## src/rtl/iob_reg_pipe.sv

```systemverilog
// rtl/iob_reg_pipe.sv - DEPTH-stage stallable pipeline register with valid/ready handshake.
// Define IOB_REG_PIPE_SKID_EN to add a one-entry skid register that cuts the m_ready_i to s_ready_o path.
module iob_reg_pipe #(
  parameter int                DATA_W  = 32,
  parameter logic [DATA_W-1:0] RST_VAL = '0,
  parameter int                DEPTH   = 2
) (
  input  logic                         clk_i,
  input  logic                         arst_i,
  input  logic                         cke_i,
  input  logic                         rst_i,
  input  logic                         s_valid_i,
  output logic                         s_ready_o,
  input  logic [DATA_W-1:0]            s_data_i,
  output logic                         m_valid_o,
  input  logic                         m_ready_i,
  output logic [DATA_W-1:0]            m_data_o,
  output logic [$clog2(DEPTH+2)-1:0]   level_o
);

  localparam int LVL_W = $clog2(DEPTH+2);

  logic [DEPTH-1:0]  valid_q;
  logic [DATA_W-1:0] data_q [DEPTH];
  logic [DEPTH-1:0]  adv;
  logic              src_valid;
  logic [DATA_W-1:0] src_data;
  logic              up_xfer;
  logic              dn_xfer;

  // Readiness ripples from the output back to stage 0; any bubble makes everything behind it ready.
  always_comb begin
    logic chain;
    adv   = '0;
    chain = m_ready_i;
    for (int k = DEPTH-1; k >= 0; k--) begin
      chain  = cke_i & (~valid_q[k] | chain);
      adv[k] = chain;
    end
  end

  assign m_valid_o = cke_i & valid_q[DEPTH-1];
  assign m_data_o  = data_q[DEPTH-1];
  assign up_xfer   = s_valid_i & s_ready_o;
  assign dn_xfer   = m_valid_o & m_ready_i;

`ifdef IOB_REG_PIPE_SKID_EN
  logic              skid_valid_q;
  logic [DATA_W-1:0] skid_data_q;

  assign s_ready_o = cke_i & ~skid_valid_q;
  // A held skid word always goes ahead of new input; no input is accepted while it is held.
  assign src_valid = skid_valid_q | up_xfer;
  assign src_data  = skid_valid_q ? skid_data_q : s_data_i;

  always_ff @(posedge clk_i or posedge arst_i) begin
    if (arst_i) begin
      skid_valid_q <= 1'b0;
      skid_data_q  <= RST_VAL;
    end else if (rst_i) begin
      skid_valid_q <= 1'b0;
      skid_data_q  <= RST_VAL;
    end else if (skid_valid_q && adv[0]) begin
      skid_valid_q <= 1'b0;
    end else if (up_xfer && !adv[0]) begin
      skid_valid_q <= 1'b1;
      skid_data_q  <= s_data_i;
    end
  end
`else
  assign s_ready_o = adv[0];
  assign src_valid = up_xfer;
  assign src_data  = s_data_i;
`endif

  always_ff @(posedge clk_i or posedge arst_i) begin
    if (arst_i) begin
      valid_q <= '0;
      level_o <= '0;
      for (int k = 0; k < DEPTH; k++) data_q[k] <= RST_VAL;
    end else if (rst_i) begin
      valid_q <= '0;
      level_o <= '0;
      for (int k = 0; k < DEPTH; k++) data_q[k] <= RST_VAL;
    end else begin
      // Data only moves with a valid source, so draining words leave stale data in place.
      for (int k = DEPTH-1; k >= 1; k--) begin
        if (adv[k]) begin
          valid_q[k] <= valid_q[k-1];
          if (valid_q[k-1]) data_q[k] <= data_q[k-1];
        end
      end
      if (adv[0]) begin
        valid_q[0] <= src_valid;
        if (src_valid) data_q[0] <= src_data;
      end
      if (up_xfer && !dn_xfer)      level_o <= level_o + LVL_W'(1);
      else if (dn_xfer && !up_xfer) level_o <= level_o - LVL_W'(1);
    end
  end

endmodule

```

## config.mk

```make
export PLATFORM = sky130hd
export DESIGN_NAME = iob_reg_pipe
export DESIGN_NICKNAME = d
export VERILOG_FILES = /design/src/rtl/iob_reg_pipe.sv
export SDC_FILE = /design/constraint.sdc
export NUM_CORES = 1
export LEC_CHECK = 0
export ABC_CLOCK_PERIOD_IN_PS = 3400
export BUFFER_PORTS_ARGS = -buffer_cell sky130_fd_sc_hd__buf_2
export CAP_MARGIN = 20
export CORE_AREA = 2 2 68 83
export DETAILED_ROUTE_END_ITERATION = 6
export DIE_AREA = 0 0 70 85
export PLACE_DENSITY = 0.81
export SLEW_MARGIN = 5
export SYNTH_ARGS = -nofsm -noshare
export SYNTH_HDL_FRONTEND = slang
export SYNTH_SLANG_ARGS = --single-unit
```

## constraint.sdc

```tcl
create_clock -name clk_i -period 3.4 [get_ports clk_i]
set_input_delay 0.17 -clock clk_i [delete_from_list [all_inputs] [get_ports clk_i]]
set_output_delay 0.17 -clock clk_i [all_outputs]
set_load 0.02 [all_outputs]
```

Word level (Yosys, flattened, before mapping):

Cells that the tools add are included.

* register bits: 68
* input bits: 38
* output and inout bits: 36
* logic and storage cells: 38

* add/subtract/negate cells: 2
* multiplexer cells: 11
* bitwise operators: 9
* reductions and logical operators: 11

Operators with widths (count)
* $mux 32: 4
* $mux 64: 1
* $mux 2: 4
* $reduce_bool 2->1: 4
* $and 1x1->1: 5
* $reduce_and 2->1: 2
* $reduce_bool 3->1: 1
* $add 2x1->2 const B: 1
* $logic_and 1x1->1: 2
* $logic_not 1->1: 2
* $mux 1: 2
* $not 1->1: 2
* $or 1x1->1: 2
* $sub 2x1->2 const B: 1

Depth between registers and ports, before layout:

* depth in word-level cells: 11
* gate-level depth with buffers: 4
* mapped depth without buffers: 3

Worst setup path after synthesis:

No wires, ideal clock.

* path type: reg-to-reg
* start point: register valid_q[1]
* end point: register data_q (netlist bit m_data_o[0])
* setup time: 121 ps
* arrival time: 1180 ps
* data required time: 3279 ps
* setup slack: 2099 ps
* stages on the path, launching flop included: 5
* path buffers: 1
* clock period less this slack: 1301 ps
* cells stage by stage: dfrtp_1 > nor2b_2 > o21ba_2 > buf_2 > a22o_1

* longest elaborated chain between the ends: 5

RTL lines
* start: declaration: line 23 `logic [DEPTH-1:0] valid_q;`
* start signal: indexed assignment: line 89 `valid_q[k] <= valid_q[k-1];`
* $not 1->1: line 37 `chain = cke_i & (~valid_q[k] | chain);`
* $or 1x1->1: line 37
* $and 1x1->1: line 37
* $reduce_bool 2->1 (no line)
* $reduce_and 2->1 (no line)
* end signal: indexed assignment: line 90 `if (valid_q[k-1]) data_q[k] <= data_q[k-1];`
* end: declaration: line 24 `logic [DATA_W-1:0] data_q [DEPTH];`

Every way passes these cells.
A chain may end at the register's enable or synchronous reset.

Worst setup path after layout:

* start point: register valid_q[1]
* end point: register data_q[53] (netlist bit)

* longest elaborated chain between the ends: 8
* elaborated cells on any way between the ends: 9
* classes of those cells: bitwise: 6; reduce/logical: 3

RTL lines
* $not 1->1 (*): line 37
* $or 1x1->1 (*): line 37
* $and 1x1->1 (*): line 37
* $or 1x1->1 (*): line 37
* $and 1x1->1 (*): line 37
* $and 1x1->1: line 44 `assign up_xfer = s_valid_i & s_ready_o;`
* $reduce_bool 2->1 (no line)
* $reduce_and 2->1 (no line) (*)

Mark *: on every way between the ends. The rest lies on a longest branch, timed or not.

==> run_results.csv <==
group,metric,value,unit
outcome,status,"complete, no violations",
worst_setup_path,required,3.67,ns
synthesis,synth_edf_count,0,
clock_tree,cts_buffers,9,
hold_path,hold_path_class,"in -> async",
sta,fin_crit_sh,50.8,%
global_routing,grt_max_degree,44,
clock_tree,ctsRootBufferMaster,"clkbuf_8",
die,die_w,70,µm
die,die_y,85,µm
synthesis,ys_ff_latch,68,
clock_tree,clock-sinks,68,
final_layout,final_util,60.8,%
clock_tree,cts_tree,"done",
placed_design,pre_cts_ws,1.48,ns
global_routing,overflow,0,
global_routing,top_usage_layer,"met2",
synthesis,async_reset_ff_share,100,%
synthesis,ys_warn_count,0,
global_routing,grt_pass1_vias,1867,
clock_tree,cts_setup_buffers,0,
pwr,vdd_drop_max,0.328,mV
global_routing,grt_usage,18.7,%
worst_setup_path,end_kind,"register",
routing,route.vias.total,1761,
sta,rsz0062_at_grt,"false",
pwr,power.density,501,nW/µm²
worst_setup_path,rrSetupSlack,1.67,ns
final_layout,final_nets,285,
die,die_area,5950,µm²
worst_setup_path,cp.arrival,2.00,ns
sta,final.setup.worst_slack,1.67,ns
sta,worst-slew-pin-transition,0.881,ns
final_layout,seq_area,1700,µm²
synthesis,avgSynthCellArea,13.4,µm²
synthesis,syn_inst,205,
worst_setup_path,worstRegToRegCells,4,
final_layout,drive_above_1_share,38.9,%
routing,vias_per_cell,5.61,
synthesis,synth_cell_types,24,
placed_design,gp_congestion,0.755,
global_routing,use_met1,22.0,%
synthesis,yosysTopAreaCell,"dfrtp_1",
placed_design,dp_hpwl,3.54,mm
routing,wl,5.25,mm
global_routing,grt_pass1_wl,8.70,mm
routing,drtPass1Iterations,4,
global_routing,grtUsageMet2,32.1,%
flow_run,drv_cap,0,
synthesis,netlist_area,2750,µm²
routing,wl_per_cell,16.7,µm
synthesis,synth_top_area_share,61.9,%
global_routing,antenna_found_initial,0,
synthesis,post-synth-top-count-cell,"dfrtp_1",
die,initial_core_util,53.3,%
clock_tree,post_cts_resized,0,
sta,fin_skew,0.00795,ns
clock_tree,clk_path_buf_depth,2,
global_routing,use_met3,4.87,%
worst_setup_path,timing.rr.start,"valid_q[1]",
clock_tree,cts_hold_buffers,0,
sta,finalSetupTns,0,ns
final_layout,multi_input_area,762,µm²
synthesis,synth.area.top_cells,"dfrtp_1 (62%), a22o_1 (20%), buf_4 (8.7%)",
clock_tree,clk_latency,0.34,ns
routing,drtAntennaViolNets,0,
die,core-area,5150,µm²
final_layout,fillers,424,
die,num_rows,29,
final_layout,syn2layout_area_growth,14.0,%
synthesis,synthesis.nets,243,
worst_setup_path,r2r-end,"data_q[53]",
worst_setup_path,critPathLaunchType,"register",
worst_setup_path,cp_max_fo,20,
clock_tree,clk_pin_slew,0.07,ns
synthesis,yosys_most_used_dff,"dfrtp_1",
synthesis,synth_common_cells,"dfrtp_1 (68), a22o_1 (64), buf_4 (32)",
final_layout,n_antenna_cell,0,
placed_design,port_buffers,73,
sta,period_needed,1.73,ns
routing,drc,0,
worst_setup_path,path_class,"reg -> reg",
pwr,p_leak,0.00166,µW
sta,maxSlewViolCount,0,
die,num_io_pins,74,
clock_tree,htreeDepth,3,
synthesis,seq_area_frac_synth,61.9,%
sta,slew_headroom,41.2,%
sta,setup_viol,0,
sta,fmax,579,MHz
sta,hold_viol,0,
routing,dr.first_iter.drc_count,70,
-- layer usage --
metal	share of wire [%]	up-vias
met1	41	894
met5	0	-
met2	52	47
met4	1.9	0
li1	-	812
met3	5.0	8
-- cells by family (layout without fill, tap and decap cells) --
family                 after synthesis  count (layout)  synth area share, %
AND/OR/NAND/NOR                     15              15                 3.37
buffers and inverters               47              94                 11.3
multiplexers                         2               2                0.820
flip-flops                          68              68                 61.9
AO/OA/AOI/OAI                       73              73                 22.5
-- registers in the layout, summed over array words and instances, names as in the netlist --
name	cells
level_o	2
m_data_o	32
valid_q	2
data_q	32
-- how the worst max path moves through the flow --
stage	cells past startpoint	startpoint	to	slack, ns
final	4	valid_q[1]	data_q[53]	1.67
after global routing	4	valid_q[0]	data_q[59]	1.55
after CTS	3	valid_q[1]	m_data_o[16]	1.48
after detailed placement	3	valid_q[1]	m_data_o[27]	1.48
after global placement	3	valid_q[1]	m_data_o[3]	1.57
after floorplan	1	arst_i	data_q[32]	1.52
-- final cells by class --
cell class | instances | share of cell area [%]
sequential | 68 | 54.3
multi-input combinational | 90 | 24.3
timing repair buffer | 76 | 12.6
clock buffer | 13 | 5.39
tap | 62 | 2.48
clock inverter | 3 | 0.639
inverter | 2 | 0.240
-- power breakdown --
group          internal (µW)  switching [µW]  leakage (µW)
Combinational           42.6            67.0      0.000638
Clock                    324             291     0.0000917
Sequential               832            14.9      0.000935
-- metrics by stage --
| stage | instances | cell area, µm² | hold WS [ns] | total power [µW] |
|---|---|---|---|---|
| finish | 314 | 3130 | 0.0147 | 1570 |
| global route | 314 | 3130 | 0.0422 | 1630 |
| CTS | 313 | 3120 | 0.0302 | 1590 |
| detailed placement | 297 | 2930 | 0.389 | 973 |
| global placement | 297 | 2930 | 0.386 | 968 |
| floorplan | 205 | 2750 | 0.303 | 929 |
-- layout by cell type, fill, tap and decap left out, drive strengths merged --
master     n
nor3       1
o22ai      1
o32ai      1
a21oi      3
clkbuf    13
dfrtp     68
inv        2
nand3b     2
nor3b      1
buf       76
a31oi      1
a22o      64
and2       1
nand3      1
nor2       2
nand2      4
mux2       2
o21ba      1
nor2b      3
o21ai      1
clkinv     1
clkinvlp   2
o21a       1
-- worst max-delay path: stages, from the launching register on --
cell and delay, ns:
dfrtp_1 0.44, nand3b_1 0.18, nor3b_4 0.53, buf_4 0.35, a22o_1 0.17
Note: power is estimated with default switching activity, not from simulation.
